File: src/rtl/hc_pkg.sv
// hc_pkg: shared types and constants for the host-channel loopback sample.
//   loopback_state_t     - sequencing states of loopback_sched
//   LOOPBACK_FIFO_DEPTH  - depth of the loopback_fifo paired with loopback_sched
package hc_pkg;

   typedef enum logic [1:0] {
      ST_IDLE  = 2'd0,
      ST_RUN   = 2'd1,
      ST_DRAIN = 2'd2,
      ST_DONE  = 2'd3
   } loopback_state_t;

   localparam int LOOPBACK_FIFO_DEPTH = 8;

endpackage

File: src/rtl/loopback_sched.sv
// loopback_sched: copies num_lines lines from src_addr to dst_addr via an
// external loopback_fifo. Reads are issued only while outstanding reads plus
// FIFO occupancy leave room, so the FIFO can never overflow. Writes drain the
// FIFO head; done pulses once every write has been acknowledged.
// Ports:
//   clk, reset         - clock, asynchronous active-high reset
//   start, src_addr, dst_addr, num_lines - transfer launch (sampled in IDLE)
//   rd_req_*           - registered read requests, rd_req_almfull backpressure
//   rd_rsp_valid       - read response strobe (data goes straight to the FIFO)
//   fifo_*             - FIFO enqueue/dequeue and status
//   wr_req_*           - registered write requests, wr_req_almfull backpressure
//   wr_rsp_valid       - write acknowledge, one per line
//   busy, done         - status: busy in RUN/DRAIN, done one cycle at the end
module loopback_sched
   import hc_pkg::*;
#(
   parameter int DATA_WIDTH = 512,
   parameter int FIFO_DEPTH = LOOPBACK_FIFO_DEPTH,
   parameter int ADDR_WIDTH = 42,
   parameter int LEN_WIDTH  = 32
) (
   input  logic                          clk,
   input  logic                          reset,
   input  logic                          start,
   input  logic [ADDR_WIDTH-1:0]         src_addr,
   input  logic [ADDR_WIDTH-1:0]         dst_addr,
   input  logic [LEN_WIDTH-1:0]          num_lines,
   output logic                          rd_req_valid,
   output logic [ADDR_WIDTH-1:0]         rd_req_addr,
   input  logic                          rd_req_almfull,
   input  logic                          rd_rsp_valid,
   output logic                          fifo_enq_en,
   input  logic                          fifo_full,
   input  logic                          fifo_empty,
   input  logic [$clog2(FIFO_DEPTH):0]   fifo_counter,
   input  logic [DATA_WIDTH-1:0]         fifo_deq_data,
   output logic                          fifo_deq_en,
   output logic                          wr_req_valid,
   output logic [ADDR_WIDTH-1:0]         wr_req_addr,
   output logic [DATA_WIDTH-1:0]         wr_req_data,
   input  logic                          wr_req_almfull,
   input  logic                          wr_rsp_valid,
   output logic                          busy,
   output logic                          done
);

   localparam logic [LEN_WIDTH-1:0] ONE          = LEN_WIDTH'(1);
   // FIFO flags full at DEPTH-1 entries, so that is the credit ceiling.
   localparam logic [LEN_WIDTH:0]   CREDIT_LIMIT = (LEN_WIDTH+1)'(FIFO_DEPTH-1);

   loopback_state_t          state_q, state_d;
   logic [ADDR_WIDTH-1:0]    src_q, src_d, dst_q, dst_d;
   logic [LEN_WIDTH-1:0]     num_q, num_d;
   logic [LEN_WIDTH-1:0]     rd_sent_q, rd_sent_d, rd_out_q, rd_out_d;
   logic [LEN_WIDTH-1:0]     wr_sent_q, wr_sent_d, wr_acked_q, wr_acked_d;
   logic                     rd_req_valid_q, rd_req_valid_d;
   logic [ADDR_WIDTH-1:0]    rd_req_addr_q, rd_req_addr_d;
   logic                     wr_req_valid_q, wr_req_valid_d;
   logic [ADDR_WIDTH-1:0]    wr_req_addr_q, wr_req_addr_d;
   logic [DATA_WIDTH-1:0]    wr_req_data_q, wr_req_data_d;
   logic                     rd_issue, wr_issue, enq;
   logic [LEN_WIDTH:0]       credit;

   // The credit check keeps the FIFO below full, so the flag itself is unused.
   logic unused_fifo_full;
   assign unused_fifo_full = fifo_full;

   always_comb begin
      state_d        = state_q;
      src_d          = src_q;
      dst_d          = dst_q;
      num_d          = num_q;
      rd_sent_d      = rd_sent_q;
      rd_out_d       = rd_out_q;
      wr_sent_d      = wr_sent_q;
      wr_acked_d     = wr_acked_q;
      rd_req_valid_d = 1'b0;
      rd_req_addr_d  = rd_req_addr_q;
      wr_req_valid_d = 1'b0;
      wr_req_addr_d  = wr_req_addr_q;
      wr_req_data_d  = wr_req_data_q;
      rd_issue       = 1'b0;
      wr_issue       = 1'b0;
      enq            = 1'b0;
      credit         = {1'b0, rd_out_q} + (LEN_WIDTH+1)'(fifo_counter);

      case (state_q)
         ST_IDLE: begin
            if (start) begin
               src_d      = src_addr;
               dst_d      = dst_addr;
               num_d      = num_lines;
               rd_sent_d  = '0;
               rd_out_d   = '0;
               wr_sent_d  = '0;
               wr_acked_d = '0;
               state_d    = (num_lines == '0) ? ST_DONE : ST_RUN;
            end
         end
         ST_RUN: begin
            rd_issue = (rd_sent_q < num_q) && !rd_req_almfull && (credit < CREDIT_LIMIT);
            wr_issue = !fifo_empty && !wr_req_almfull && (wr_sent_q < num_q);
            enq      = rd_rsp_valid;
            if (wr_rsp_valid) wr_acked_d = wr_acked_q + ONE;
            if (wr_sent_q == num_q) state_d = ST_DRAIN;
         end
         ST_DRAIN: begin
            if (wr_rsp_valid) wr_acked_d = wr_acked_q + ONE;
            // Compare the updated count so done follows the final ack by one cycle.
            if (wr_acked_d == num_q) state_d = ST_DONE;
         end
         ST_DONE: state_d = ST_IDLE;
         default: state_d = ST_IDLE;
      endcase

      if (rd_issue) begin
         rd_sent_d      = rd_sent_q + ONE;
         rd_req_valid_d = 1'b1;
         rd_req_addr_d  = src_q + ADDR_WIDTH'(rd_sent_q);
      end

      // Issue and response in the same cycle cancel out.
      if (rd_issue && !enq)      rd_out_d = rd_out_q + ONE;
      else if (!rd_issue && enq) rd_out_d = rd_out_q - ONE;

      if (wr_issue) begin
         wr_sent_d      = wr_sent_q + ONE;
         wr_req_valid_d = 1'b1;
         wr_req_addr_d  = dst_q + ADDR_WIDTH'(wr_sent_q);
         wr_req_data_d  = fifo_deq_data;
      end
   end

   always_ff @(posedge clk or posedge reset) begin
      if (reset) begin
         state_q        <= ST_IDLE;
         src_q          <= '0;
         dst_q          <= '0;
         num_q          <= '0;
         rd_sent_q      <= '0;
         rd_out_q       <= '0;
         wr_sent_q      <= '0;
         wr_acked_q     <= '0;
         rd_req_valid_q <= 1'b0;
         rd_req_addr_q  <= '0;
         wr_req_valid_q <= 1'b0;
         wr_req_addr_q  <= '0;
         wr_req_data_q  <= '0;
      end else begin
         state_q        <= state_d;
         src_q          <= src_d;
         dst_q          <= dst_d;
         num_q          <= num_d;
         rd_sent_q      <= rd_sent_d;
         rd_out_q       <= rd_out_d;
         wr_sent_q      <= wr_sent_d;
         wr_acked_q     <= wr_acked_d;
         rd_req_valid_q <= rd_req_valid_d;
         rd_req_addr_q  <= rd_req_addr_d;
         wr_req_valid_q <= wr_req_valid_d;
         wr_req_addr_q  <= wr_req_addr_d;
         wr_req_data_q  <= wr_req_data_d;
      end
   end

   assign rd_req_valid = rd_req_valid_q;
   assign rd_req_addr  = rd_req_addr_q;
   assign wr_req_valid = wr_req_valid_q;
   assign wr_req_addr  = wr_req_addr_q;
   assign wr_req_data  = wr_req_data_q;
   assign fifo_enq_en  = enq;
   assign fifo_deq_en  = wr_issue;
   assign busy         = (state_q == ST_RUN) || (state_q == ST_DRAIN);
   assign done         = (state_q == ST_DONE);

endmodule

File: config.mk
export PLATFORM = sky130hd
export DESIGN_NAME = loopback_sched
export DESIGN_NICKNAME = d
export VERILOG_FILES = /design/src/rtl/hc_pkg.sv /design/src/rtl/loopback_sched.sv
export SDC_FILE = /design/constraint.sdc
export NUM_CORES = 2
export LEC_CHECK = 0
export CAP_MARGIN = 10
export CORE_AREA = 8 8 474 476
export DETAILED_ROUTE_END_ITERATION = 12
export DIE_AREA = 0 0 482 484
export PLACE_DENSITY = 0.45
export SLEW_MARGIN = 25
export SYNTH_ARGS = -nofsm -noshare
export SYNTH_HDL_FRONTEND = slang
export SYNTH_SLANG_ARGS = --single-unit
File: constraint.sdc
create_clock -name clk -period 37.3 [get_ports clk]
set_input_delay 7.46 -clock clk [delete_from_list [all_inputs] [get_ports clk]]
set_output_delay 7.46 -clock clk [all_outputs]
set_load 0.01 [all_outputs]
==> key figures <==
Yosys
  • Ys async rst share: 100%
  • Synth top area share: 52.8%
  • Post-Synth Adder-Cell Area: 4.56%
  • Top cells by instance count after synthesis: nand2_1 (2090), dfrtp_1 (844), o21ai_0 (280)
  • Compound-Gate Fraction of Synth Area: 10.2%
  • Post-Synth Simple-Gate Area: 25.7%
  • Mux cell area share after synthesis: 0.735%
  • Register area share after synthesis: 52.8%
  • Most common cell in the netlist: nand2_1
  • Area leader, netlist: dfrtp_1
  • Seq cells post-synth: 844
  • Syn_nets: 5423
  • Synth Cell Area: 40000 µm²
  • Post-Synth XOR/XNOR Area: 3.13%
  • Post-synth EDFFs: 0
  • Largest cells by area after synthesis: dfrtp_1 (53%), nand2_1 (20%), ha_1 (4.4%)
  • Main combinational cell family by area after synthesis: simple AND/OR/NAND/NOR gates
  • Syn Inst Count: 4638
  • Yosys warnings: 0
  • Avg Inst Size Synth: 8.62 µm²
  • Unique masters post-synth: 84
  • Synth Flop Type: dfrtp_1

Detailed routing
  • Routed len/inst: 28.1 µm
  • Metal3 WL: 18900 µm
  • Routed length on met2: 122000 µm
  • Total wire length: 247000 µm
  • Met1 wire length: 99300 µm
  • Top Metal Used: met5
  • Iter 0 DRT Violations: 2590
  • Routed Antenna Nets: 0
  • DR vias/cell: 4.29
  • Routed vias: 37741
  • DRC Markers: 0
  • Detailed Routing Iterations Pass 1: 8

STA
  • Worst-margin pin slew: 1.05 ns
  • Layout Skew: 0.0411 ns
  • Slew margin rel.: 29.6%
  • Post-route clock period utilization: 48.2%
  • Final Slew Violations: 0
  • Peak Freq: 55.7 MHz
  • Final setup viols: 0
  • Sum Neg Setup Slack: 0 ns
  • RSZ-0062 raised after global routing: false
  • Hold violation total from the final report: 0
  • Final Critical Period: 17.97 ns
  • Hold WS: 0.471 ns

Floorplanning
  • Placement row count: 172
  • Width of the die: 482 µm
  • Die Area: 233000 µm²
  • Initial Util: 18.4%
  • Num ports: 1243
  • Die Span Y: 484 µm
  • Core Area: 218000 µm²

Critical path
  • R2R depth: 16
  • Crit-path max FO: 58
  • Worst r2r src: num_q[9]$_DFFE_PP0P_
  • Worst EP required: 29.84 ns
  • RR Endpoint: wr_req_data[243]$_DFFE_PP0P_
  • WS Path Type: in -> out
  • Worst R2R Setup Slack: 31.18 ns
  • CP Capture Type: primary output
  • Data arrival time of the critical path: 10.51 ns
  • CP startpoint kind: primary input

GRT
  • GR Overflow Total: 0
  • Vias in the first global route: 37703
  • Largest net degree at the start of global routing: 203
  • Initial antenna violation count: 160
  • First-pass GRT wire length: 333000 µm
  • GRT Util Overall: 20.4%

Clock tree
  • H-tree levels: 3
  • Worst skew pair latency: 0.76 ns
  • CTS root buffer: clkbuf_16
  • Clock-pin slew of the registers on the worst-case setup and hold paths: 0.06 ns
  • Sink Count: 844
  • Hold_buf cts: 0
  • CTS buffer count: 112
  • CTS tree: yes
  • CTS max path bufs: 3
  • Post-CTS Setup Bufs: 0
  • Post-CTS sizing: 0

Final layout
  • Area Growth Syn to Fin: 48.8%
  • NumNets Final: 6591
  • Fin area: 59500 µm²
  • Layout cell share with drive strength beyond 1: 4.50%
  • Final Non-Filler Cells: 8793

Hold path
  • Hold Path Cell Cnt: 2
  • Worst Hold Launch: wr_req_data[488]$_DFFE_PP0P_
  • Hold Path Class: reg -> reg
  • WHS Endpoint: wr_req_data[488]$_DFFE_PP0P_

Placement
  • Cells after DPL: 8562
  • Area after DPL: 55500 µm²
  • Number of port buffers: 1241
  • Final HPWL DP: 201000 µm
  • Gp weighted congestion: 0.911

Status
  • Outcome: finished clean

Run
  • Max-cap violations: 0

Power and ir drop
  • Pwr dens: 81.7 nW/µm²
  • LEAKAGE: 27.8 nW
  • Max IR drop VDD: 0.0410 mV
==> state kept, by name, indices dropped and copies added (netlist names), 2 cells and up <==
register	flops
dst_q	42
num_q	32
rd_out_q	32
rd_req_addr	42
rd_sent_q	32
src_q	42
state_q	2
wr_acked_q	32
wr_req_addr	42
wr_req_data	512
wr_sent_q	32
==> area by class of cell <==
cell class                      count  area [µm²]
Fill cell                       23307      158000
Sequential cell                   844       21100
Multi-Input combinational cell   3495       17700
Timing Repair Buffer             1283       12800
Tap cell                         2871        3590
Clock buffer                      156        3190
Clock inverter                     42         698
Inverter                           70         278
Antenna cell                       32        80.1
==> kinds of logic (layout without fill, tap and decap cells) <==
group	Yosys count	count (layout)
muxes	28	28
other	0	32
and+or+nand+nor	2517	2517
buffers and inverters	299	1551
adders and majority gates	144	144
xor gates and xnor gates	143	143
AOI/OAI and AO/OA	663	663
DFF	844	844
==> cell usage in the layout, fill, tap and decap left out, drive strengths merged, types with 64 or more instances in the layout <==
cell and instances:
clkbuf 156, inv 75, xnor2 80, nand3 66, clkdlybuf4s50 1241, dfrtp 844
nand2 2091, a21o 64, ha 141, a21oi 112, nor2 103, o21ai 286
==> where the power goes <==
part	internal, W	total [W]	switching (W)
Combinational	0.000876	0.00210	0.00123
Sequential	0.00129	0.00159	0.000305
Clock	0.000699	0.00117	0.000469
==> per-layer routing <==
metal,up-vias,GRT usage (%)
met5,-,0
li1,17612,-
met2,1260,35.8
met3,404,6.37
met4,80,4.39
met1,18385,24.5
==> per-stage QoR <==
stage,total power [W],util (%),worst slack (ns)
after global routing,0.00515,27.3,19.23
after CTS,0.00497,27.3,19.34
after floorplan,0.00238,-,6.13
after global placement,0.00374,25.5,19.34
after detailed placement,0.00375,25.5,19.35
final,0.00486,27.3,19.33
==> worst max-delay path, cell delays in order <==
cell,delay (ns)
clkdlybuf4s50_1,0.40
or4b_2,0.78
a21oi_1,0.26
o221ai_4,0.13
buf_4,0.33
inv_8,0.35
clkdlybuf4s50_1,0.62
==> worst max path at each step <==
stage / from / cells past startpoint / to / slack, ns
detailed placement: fifo_empty / 7 / fifo_deq_en / 19.35
CTS: fifo_empty / 7 / fifo_deq_en / 19.34
finish: fifo_empty / 7 / fifo_deq_en / 19.33
global placement: fifo_empty / 7 / fifo_deq_en / 19.34
floorplan: reset / 1 / dst_q[0]$_DFFE_PP0P_ / 6.13
global route: fifo_empty / 7 / fifo_deq_en / 19.23
(Power assumes the default switching activity.)
